$ cat config.mk
export PLATFORM = sky130hd
export DESIGN_NAME = nfifo_gen
export DESIGN_NICKNAME = d
export VERILOG_FILES = /design/src/rtl/nfifo_gen.sv
export SDC_FILE = /design/constraint.sdc
export NUM_CORES = 1
export LEC_CHECK = 0
export CAP_MARGIN = 20
export CORE_UTILIZATION = 62
export CTS_BUF_LIST = sky130_fd_sc_hd__clkbuf_8
export DETAILED_ROUTE_END_ITERATION = 6
export PLACE_DENSITY = 0.9
export SYNTH_ARGS = -nofsm -noshare
export SYNTH_HDL_FRONTEND = slang
export SYNTH_SLANG_ARGS = --single-unit
$ cat constraint.sdc
create_clock -name clk -period 4.8 [get_ports clk]
set_input_delay 0.96 -clock clk [delete_from_list [all_inputs] [get_ports clk]]
set_output_delay 0.96 -clock clk [all_outputs]
set_load 0.02 [all_outputs]
$ cat src/rtl/nfifo_gen.sv
// nfifo_gen: parametrised sample buffer with two run-time modes.
//   mode=0: handshake FIFO (push/pop, full/empty, fill count, error pulses).
//   mode=1: programmable delay line; output is the sample advanced D-1
//           advances earlier, registered one edge later (D-advance delay).
// Single clock domain, synchronous active-high reset.
module nfifo_gen #(
  parameter int WIDTH    = 12,
  parameter int DEPTH    = 16,
  parameter int AW       = 4,
  parameter int AFULL_TH = 12
) (
  input  logic             clk,
  input  logic             reset,
  input  logic             mode,
  input  logic [AW:0]      delay_sel,
  input  logic [WIDTH-1:0] datain,
  input  logic             wr_en,
  input  logic             rd_en,
  output logic [WIDTH-1:0] dataout,
  output logic             dout_valid,
  output logic             full,
  output logic             empty,
  output logic             almost_full,
  output logic [AW:0]      count,
  output logic             overflow,
  output logic             underflow
);

  localparam logic [AW:0] DEPTH_C = (AW+1)'(DEPTH);
  localparam logic [AW:0] AFULL_C = (AW+1)'(AFULL_TH);
  localparam logic [AW:0] ONE_C   = (AW+1)'(1);

  typedef enum logic {
    MODE_FIFO  = 1'b0,
    MODE_DELAY = 1'b1
  } mode_t;

  mode_t mode_q, mode_d;

  logic [WIDTH-1:0] mem [DEPTH];

  logic [AW-1:0]    wr_ptr, rd_ptr, wr_ptr_d, rd_ptr_d;
  logic [AW:0]      count_d;
  logic [WIDTH-1:0] dataout_d;
  logic             dv_d, ovf_d, unf_d;
  logic             mem_we;
  logic             mode_change;
  logic             push_ok, pop_ok;
  logic [AW:0]      d_eff;
  logic [AW-1:0]    dly_raddr;

  // Mode register: tracks the requested mode one cycle behind
  always_ff @(posedge clk) begin
    if (reset) mode_q <= mode_t'(mode);
    else       mode_q <= mode_d;
  end

  // Next mode is simply the requested mode; a mismatch marks a flush cycle
  always_comb begin
    mode_d      = mode_t'(mode);
    mode_change = (mode_d != mode_q);
  end

  // Status flags derived from the count register
  always_comb begin
    full        = (count == DEPTH_C);
    empty       = (count == '0);
    almost_full = (count >= AFULL_C);
  end

  // Effective delay: 0 behaves as 1, anything above DEPTH clamps to DEPTH
  always_comb begin
    if (delay_sel == '0)          d_eff = ONE_C;
    else if (delay_sel > DEPTH_C) d_eff = DEPTH_C;
    else                          d_eff = delay_sel;
    // D=DEPTH truncates to 0 here, giving wr_ptr+1 mod DEPTH as required
    dly_raddr = wr_ptr - d_eff[AW-1:0] + AW'(1);
  end

  // Datapath control: flush, FIFO handshake or delay-line advance
  always_comb begin
    push_ok   = 1'b0;
    pop_ok    = 1'b0;
    ovf_d     = 1'b0;
    unf_d     = 1'b0;
    dv_d      = 1'b0;
    mem_we    = 1'b0;
    dataout_d = dataout;
    count_d   = count;
    wr_ptr_d  = wr_ptr;
    rd_ptr_d  = rd_ptr;

    if (mode_change) begin
      wr_ptr_d = '0;
      rd_ptr_d = '0;
      count_d  = '0;
    end else if (mode_q == MODE_FIFO) begin
      pop_ok  = rd_en & ~empty;
      push_ok = wr_en & (~full | pop_ok);
      ovf_d   = wr_en & ~push_ok;
      unf_d   = rd_en & ~pop_ok;
      if (push_ok) begin
        mem_we   = 1'b1;
        wr_ptr_d = wr_ptr + AW'(1);
      end
      if (pop_ok) begin
        dataout_d = mem[rd_ptr];
        dv_d      = 1'b1;
        rd_ptr_d  = rd_ptr + AW'(1);
      end
      case ({push_ok, pop_ok})
        2'b10:   count_d = count + ONE_C;
        2'b01:   count_d = count - ONE_C;
        default: count_d = count;
      endcase
    end else if (wr_en) begin
      mem_we    = 1'b1;
      dataout_d = (d_eff == ONE_C) ? datain : mem[dly_raddr];
      dv_d      = (count >= (d_eff - ONE_C));
      wr_ptr_d  = wr_ptr + AW'(1);
      if (!full) count_d = count + ONE_C;
    end
  end

  // Pointer, count and output registers
  always_ff @(posedge clk) begin
    if (reset) begin
      wr_ptr     <= '0;
      rd_ptr     <= '0;
      count      <= '0;
      dataout    <= '0;
      dout_valid <= 1'b0;
      overflow   <= 1'b0;
      underflow  <= 1'b0;
    end else begin
      wr_ptr     <= wr_ptr_d;
      rd_ptr     <= rd_ptr_d;
      count      <= count_d;
      dataout    <= dataout_d;
      dout_valid <= dv_d;
      overflow   <= ovf_d;
      underflow  <= unf_d;
    end
  end

  // Storage write; reads above see the pre-write contents of the same slot
  always_ff @(posedge clk) begin
    if (!reset && mem_we) mem[wr_ptr] <= datain;
  end

endmodule

Word-level counts from Yosys, hierarchy flattened
Memory sizes are Yosys's and may differ from the RTL's. A register that Yosys moved wholly into a read port is not among the register bits.
Cells that the tools add are included.
- order comparisons: 3
- reduce and logical (&&, ||, !) cells: 13
- equality and inequality tests: 7
- bitwise logic cells: 11
- $add $sub $neg: 7
- muxes and demuxes: 24
- operator list (cell ; count):
    two-way mux 12 bit ; 4
    two-way mux 5 bit ; 5
    two-way mux 4 bit ; 5
    adder 4 x 1 -> 4 bit, second input constant ; 3
    logical NOT 5 bit ; 2
    one-hot mux 5 bit (2 select lines) ; 1
    subtractor 5 x 1 -> 5 bit, second input constant ; 2
    two-way mux 1 bit ; 9
    inverter 1 bit ; 6
    AND reduction 3 bit ; 2
    adder 5 x 1 -> 5 bit, second input constant ; 1
    equality test 5 x 1 -> 1 bit, second input constant ; 1
    equality test 5 bit, second input constant ; 1
    greater-or-equal comparator 5 x 4 -> 1 bit, second input constant ; 1
    greater-or-equal comparator 5 bit ; 1
    greater-than comparator 5 bit, second input constant ; 1
    AND 1 bit ; 4
    inequality test 2 bit, second input constant ; 2
    AND reduction 2 bit ; 2
    nonzero test 2 bit ; 2
    subtractor 4 bit ; 1
    nonzero test 3 bit ; 1
    OR reduction 3 bit ; 1
    equality test 2 x 1 -> 1 bit, second input constant ; 1
    6 further kinds ; 6
- memory bits (writable): 192
- output and inout bits: 23
- input bits: 22
- memories: 1
- flip-flop bits (word level): 29
- memories (memory ; words ; bits a word ; rd ports ; clocked after memory_dff ; wr ports ; line ; RTL):
    mem ; 16 ; 12 ; 2 ; 1 ; 1 ; 40 ; logic [WIDTH-1:0] mem [DEPTH];

Longest topological paths before layout
- depth after elaboration: 11
- gate-level depth with buffers: 15
- gate-level depth less buffers: 13

Worst setup path before layout
OpenSTA, ideal clock, no wires.
- path type: in2reg
- start point: input delay_sel[1]
- end point: register dataout[0]
- buffers on the path: 2
- required time: 4687 ps
- arrival time: 3437 ps
- cell stages on the path: 15
- path slack: 1249 ps
- cells stage by stage: nor3_1 -> nor2_1 -> or2_2 -> ha_1 -> ha_1 -> inv_1 -> fa_1 -> buf_2 -> buf_2 -> mux4_2 -> nor2b_1 -> a211oi_1 -> o21ai_0 -> o21ai_1 -> nor2_1
- longest elaborated chain between the ends: 9
- elaborated cells on any way between the ends: 11
- classes of those cells: add/sub (2); order compare (1); eq/ne (1); mux (5); reduce/logical (1); memory (1)
- RTL lines (element ; line ; RTL):
    start: declaration ; 15 ; input logic [AW:0] delay_sel,
    greater-than comparator 5 bit ; 74 ; else if (delay_sel > DEPTH_C) d_eff = DEPTH_C;
    two-way mux 5 bit ; 74 ;
    two-way mux 5 bit (*) ; 73 ; if (delay_sel == '0) d_eff = ONE_C;
    subtractor 4 bit ; 77 ; dly_raddr = wr_ptr - d_eff[AW-1:0] + AW'(1);
    adder 4 x 1 -> 4 bit ; 77 ;
    memory read (16 x 12 bit) ; -- ;
    two-way mux 12 bit (*) ; 118 ; dataout_d = (d_eff == ONE_C) ? datain : mem[dly_raddr];
    two-way mux 12 bit (*) ; 116 ; end else if (wr_en) begin
    two-way mux 12 bit (*) ; 97 ; end else if (mode_q == MODE_FIFO) begin
    end signal: assignment ; 139 ; dataout <= dataout_d;
    end: declaration ; 19 ; output logic [WIDTH-1:0] dataout,
Every way passes the cells marked *; elsewhere a longest branch is shown, timed or not. The select of a mux whose other input is x is not followed.
A chain may end at the register's enable or synchronous reset.

Final worst setup path
- start point: input delay_sel[4]
- end point: register dataout[9]
The elaborated chain is that of the path after synthesis.

==> impl_metrics.py <==
metrics = {
    "clocking": {
        "insertion_delay_ps": 530,
        "cts_resized": 0,
        "ctsHoldBuffers": 0,
        "post_cts.repair.setup_buffers": 0,
        "cts_tree": "built",
        "cts_root_buffer": "clkbuf_8",
        "clock_sinks": 225,
        "cts_made_buffers": 35,
        "clk_pin_slew_worst_paths_ps": 60,
        "clock_path_buffers": 3,
        "h-tree-depth": 2,
    },
    "setup_path": {
        "crit_slowest_cell": "clkdlybuf4s50_1",
        "start_kind": "input port",
        "worstPathArrival_ps": 4390,
        "cp_common_cell": "inv_1",
        "critPathLaunch": "delay_sel[4]",
        "criticalPathCategory": "in2reg",
        "r2r_slack_ps": 1560,
        "path_max_fanout": 38,
        "required_ps": 5200,
        "path_buf_inv": 5,
        "r2r-start": "wr_ptr[1]$_SDFFE_PP0P_",
        "r2r_cells": 13,
        "max_stage_delay_ps": 630,
        "worstReg2RegEnd": "dataout[9]$_SDFFE_PP0P_",
        "crit_path_cell_trace": "clkdlybuf4s50_1 -> nand2b_1 -> inv_1 -> ha_1 -> inv_1 -> ha_4 -> inv_1 -> fa_2 -> buf_12 -> mux4_2 -> nor2b_1 -> a211oi_1 -> o21ai_0 -> o21ai_1 -> nor2_1",
        "crit_family": "buffers and inverters",
        "endpoint_kind": "flop",
    },
    "min_path": {
        "min_path_type": "reg2reg",
        "hold_depth": 2,
        "min_from": "rd_ptr[3]$_SDFFE_PP0P_",
        "hold_path_end": "rd_ptr[3]$_SDFFE_PP0P_",
    },
    "timing": {
        "grt_setup_unrepaired": "no",
        "fmax_mhz": 250.9,
        "finClkSkew_ps": 28.94,
        "worst_slew_pin_slew_ps": 1075,
        "drv_slew": 0,
        "timing.hold.ws_ps": 542.7,
        "fin_tns_setup_ps": 0,
        "fin_crit_sh_pct": 83.05,
        "hold_viol": 0,
        "relSlewSlack_pct": 28.21,
        "setup_viol": 0,
        "period_needed_ps": 3986,
    },
    "floorplan": {
        "dieArea_um2": 18200,
        "die-width_um": 134.9,
        "initial_core_util_pct": 63.32,
        "dieHeight_um": 134.9,
        "core_um2": 17300,
        "boundaryPins": 45,
        "placementRows": 48,
    },
    "synth": {
        "syn_avg_cell_area_um2": 17.28,
        "synth_enable_flop_cells": 192,
        "ys_ff_latch": 225,
        "synth.net_count": 676,
        "syn_inst": 634,
        "ys.flop_type": "edfxtp_1",
        "synth.distinct_cells": 51,
        "synth_warnings": 0,
        "postSynth.asyncResetShare_pct": 0,
        "syn_area_um2": 10950,
        "ys_seq_area_share_pct": 58.67,
    },
    "final_layout": {
        "n_fill_cell": 973,
        "seq_area_um2": 6429,
        "layout_common_cells": "edfxtp_1, mux4_2, nor2_1, clkdlybuf4s50_1, clkbuf_8",
        "layout_commonest_cell": "edfxtp_1",
        "nets": 738,
        "area_growth_pct": 12.60,
        "fin_cells": 946,
        "multi_input_area_um2": 4262,
        "drive_gt1_share_pct": 20.39,
        "n_antenna_cell": 0,
        "fin_util_pct": 71.30,
    },
    "pwr": {
        "leakage_uw": 0.004105,
        "ir_worst_vdd_uv": 171.7,
        "p_per_area_nw_per_um2": 333.3,
    },
    "global_route": {
        "grt_pass1_vias": 7004,
        "grt_use_total_pct": 31.21,
        "gr-total-overflow": 0,
        "antenna_found_initial": 0,
        "grt_pass1_wl_um": 41080,
        "grt_max_degree": 39,
    },
    "detailed_routing": {
        "wl_um": 26900,
        "wl_per_cell_um": 28.43,
        "routed_via_density": 7.149,
        "ant_nets": 0,
        "first_pass_iters": 5,
        "dr_total_vias": 6763,
        "drtIter0Drc": 824,
        "drc": 0,
    },
    "placement": {
        "gp_congestion": 0.8197,
        "dp_hpwl_um": 16210,
        "portBuffers": 44,
        "place_inst": 883,
    },
    "outcome": {
        "outcome": "completed",
    },
    "job": {
        "max_cap_violations": 0,
    },
}
-- cell usage after synthesis (4+ instances only) --
cell type	number	share of area [%]
mux2_2	5	0.51
dfxtp_1	33	6.0
o21ai_0	14	0.64
mux2i_1	16	1.5
nand2b_1	6	0.34
mux4_1	38	9.1
xor2_1	4	0.32
a211oi_1	11	0.75
mux4_2	68	14
nand2_1	11	0.38
a311o_1	10	0.91
inv_1	15	0.51
xnor2_1	10	0.80
ha_1	19	2.2
o21ai_1	12	0.55
and2_1	12	0.69
nor4_1	5	0.29
nand3_1	7	0.32
clkbuf_1	16	0.55
buf_6	5	0.51
nor2b_1	12	0.69
nor2_1	47	1.6
edfxtp_1	192	53
buf_2	12	0.55
a21oi_1	19	0.87
-- state kept, by name, summed over array words and instances, names as in the netlist, named ones only --
| register | flops |
|---|---|
| overflow | 1 |
| count | 5 |
| dout_valid | 1 |
| underflow | 1 |
| dataout | 12 |
| rd_ptr | 4 |
| wr_ptr | 4 |
| mode_q | 1 |
| mem | 192 |
-- metrics by stage --
step | total power, µW | area [µm²] | worst slack [ps]
finish | 4111 | 12330 | 813.8
CTS | 4114 | 12310 | 857.7
floorplan | 2496 | 10950 | 1249
global route | 4222 | 12330 | 696.0
detailed placement | 2652 | 11660 | 329.2
global placement | 2626 | 11660 | 597.7
-- power by group --
group          switching (µW)  internal [µW]
combinational             245            225
sequential               16.4           2140
clock                     716            773
-- metal layers --
layer / vias up / track usage (%) / share of wire (%)
li1: 2744 / - / -
met1: 3437 / 41.54 / 35
met4: 0 / 14.48 / 3.4
met3: 94 / 5.931 / 11
met5: - / 0 / 0
met2: 488 / 50.49 / 50
-- cell type report --
| cell class | instances | share of cell area [%] |
|---|---|---|
| multi-input cells | 353 | 34.55 |
| well taps | 225 | 2.283 |
| clock inverters | 21 | 0.6493 |
| clock buffers | 41 | 4.575 |
| inverters | 16 | 0.4971 |
| repair buffers | 65 | 5.316 |
| flip-flops and latches | 225 | 52.13 |
-- cell families (layout without fill, tap and decap cells) --
group / Yosys count / in the layout / share of synthesized area (%)
AOI/OAI and AO/OA: 76 / 76 / 4.569
xor gates and xnor gates: 15 / 15 / 1.325
muxes: 127 / 127 / 25.07
and+or+nand+nor: 115 / 115 / 5.369
buffers and inverters: 56 / 143 / 2.639
DFF: 225 / 225 / 58.67
adders and majority gates: 20 / 20 / 2.353
-- tightest hold or removal path, stage by stage, from the launching register on --
cell and delay, ps:
dfxtp_1 320, xor2_1 60, nor2_1 110
-- worst max-delay path by stage --
stage | end | slack, ps | cells past startpoint
6_report | dataout[9]$_SDFFE_PP0P_ | 810 | 15
5_1_grt | dataout[2]$_SDFFE_PP0P_ | 700 | 15
4_1_cts | dataout[9]$_SDFFE_PP0P_ | 860 | 15
3_5_place_dp | dataout[9]$_SDFFE_PP0P_ | 330 | 15
3_3_place_gp | dataout[7]$_SDFFE_PP0P_ | 600 | 15
2_1_floorplan | dataout[0]$_SDFFE_PP0P_ | 1250 | 15
(Power assumes the default switching activity.)
==> RTL edit (same flow settings) <==
Add an input register stage for `mode`, without a reset; this delays it by one clock. The other inputs are not delayed to match. Comments in the files are not updated.
--- a/src/rtl/nfifo_gen.sv
+++ b/src/rtl/nfifo_gen.sv
@@ -37,2 +37,8 @@
 
+  logic mode_r;
+
+  always_ff @(posedge clk) begin
+    mode_r <= mode;
+  end
+
   mode_t mode_q, mode_d;
@@ -53,3 +59,3 @@
   always_ff @(posedge clk) begin
-    if (reset) mode_q <= mode_t'(mode);
+    if (reset) mode_q <= mode_t'(mode_r);
     else       mode_q <= mode_d;
@@ -59,3 +65,3 @@
   always_comb begin
-    mode_d      = mode_t'(mode);
+    mode_d      = mode_t'(mode_r);
     mode_change = (mode_d != mode_q);
Check against the original RTL: not equivalent (Yosys sat finds a counterexample within 4 cycles, from zero or initial values and one cycle with reset high).
==> RTL edit against the unedited design <==
Non-clock buffer count up 16. Design area is 2.3% higher. Die area rose by 0.18%. Worst setup slack got worse by 120 ps. Sequential cell count is 1 higher. Wire length up 2.9%. Total power is 8.5% higher. Count of clock-buffer cells in the layout is 4 higher. Synthesized area up 0.18%.
==> RTL edit: results (changes against the unedited design) <==
antenna_found_initial: 0  # unchanged
r2r_end: "dataout[8]"  # was dataout[9]
wirelength_mm: 27.7  # was 26.9 mm
max-slew-margin-rel_pct: 30.2  # was 28.2%
synthArstFlopShare_pct: 0  # unchanged
rrSetupSlack_ps: 1410  # was 1560 ps
hpwl_mm: 17.2  # was 16.2 mm
wl_met2_mm: 13.7  # was 13.5 mm
synth_area_leaders: "edfxtp_1, mux4_2, mux4_1"  # unchanged
vias_per_cell: 7.02  # was 7.15
reg_top3: "mem x192, dataout x12, count x5"  # unchanged
wl_met3_mm: 3.10  # was 2.92 mm
wl_met1_mm: 9.13  # was 9.55 mm
fill_cells: 975  # was 973
cts-root-buf: "clkbuf_8"  # unchanged
min_path_type: "reg -> reg"  # unchanged
post_cts_resized: 0  # unchanged
worstSkewPairLatency_ps: 540
clock_skew_ps: 21.3  # was 28.9 ps
peakVddDrop_v: 0.000241  # was 0.000172 V
drt_pass1_iterations: 5  # unchanged
synth.distinct_cells: 51  # unchanged
antenna_cells: 0  # unchanged
min_from: "mode_d"  # was rd_ptr[3]
highest_layer: "met4"  # unchanged
crit_family: "buffers and inverters"  # unchanged
crit_path_top_delay_cell: "clkdlybuf4s50_1"  # unchanged
rr_worst_depth: 13  # unchanged
grt_pass1_vias: 7383  # was 7,004
worst_hold_path.num_cells: 0  # was 2
min_to: "mode_q"  # was rd_ptr[3]
drive_gt1_share_pct: 23.5  # was 20.4%
grtUsageTotal_pct: 32.1  # was 31.2%
clock_path_buffers: 3  # unchanged
h-tree-depth: 2  # unchanged
synthesis.nets: 677  # was 676
status: "finished, final reports clean"  # unchanged
ys_warn_count: 0  # unchanged
ys_seq_area_share_pct: 58.7  # about the same
drt-initial-drc-count: 913  # was 824
grt_pass1_wl_mm: 42.2  # was 41.1 mm
crit_arrival_ps: 4540  # was 4390 ps
synth_commonest_cells: "edfxtp_1, mux4_2, nor2_1"  # unchanged
rr_startpoint: "wr_ptr[1]"  # unchanged
nets: 757  # was 738
cp_max_fo: 46  # was 38
place_congestion: 0.829  # was 0.820
p_leak_uw: 0.00425  # was 0.00410 µW
numCtsBuffers: 37  # was 35
grt_max_degree: 47  # was 39
-- RTL edit: cell types whose count changed after synthesis --
cell,unedited run,this run
dfxtp_1,33,34
-- RTL edit: kinds of logic after synthesis --
| family | share of synthesized area (%) |
|---|---|
| xor gates and xnor gates | 1.32 |
| AOI/OAI and AO/OA | 4.56 |
| adders and majority gates | 2.35 |
| DFF | 58.7 |
| muxes | 25.0 |
| buffers and inverters | 2.63 |
| and+or+nand+nor | 5.36 |
-- RTL edit: worst max-delay path by stage --
stage                      start  slack (ps)    endpoint  cells past startpoint
finish              delay_sel[4]         690  dataout[8]                     15
global route        delay_sel[4]         650  dataout[8]                     15
CTS                 delay_sel[4]         710  dataout[8]                     15
detailed placement  delay_sel[4]         310  dataout[3]                     15
global placement    delay_sel[4]         570  dataout[0]                     15
floorplan           delay_sel[1]        1250  dataout[0]                     15
-- RTL edit: worst register-to-register path, cell delays in order, from the launching register on --
cell and delay (ps):
dfxtp_1 450, inv_1 150, ha_1 330, inv_1 110
ha_4 130, inv_1 60, fa_2 610, buf_12 290
mux4_2 360, nor2b_1 150, a211oi_1 330, o21ai_0 160
o21ai_1 130, nor2_1 60
-- RTL edit: where the power goes --
part           total, µW  switching (µW)  internal, µW  leakage (µW)
registers           2160            17.5          2140       0.00201
logic                469             245           224       0.00179
clock network       1830             762          1070      0.000455
-- RTL edit: final cells by class --
type                       instances  area, µm²  share of cell area (%)
timing repair buffer              81        743                    5.89
multi-input combinational        353       4260                    33.8
sequential                       226       6450                    51.1
tap                              225        282                    2.23
clock buffer                      45        619                    4.91
clock inverter                    23        200                    1.59
inverter                          16       61.3                   0.486
-- RTL edit: per-layer routing --
layer	GRT usage, %	vias to the layer above
met5	0	-
met4	21.7	0
met3	7.21	166
met2	52.7	535
met1	38.4	3314
li1	-	2789
-- RTL edit: per-stage QoR --
stage               worst slack, ps  cell area [µm²]  hold slack, ps  power [µW]  std cells
detailed placement              315            11800             430        2660        901
CTS                             714            12600             438        4470        969
global placement                565            11800             423        2640        901
finish                          695            12600             439        4460        969
global route                    652            12600             455        4570        969
floorplan                      1250            11000             400        2500        635
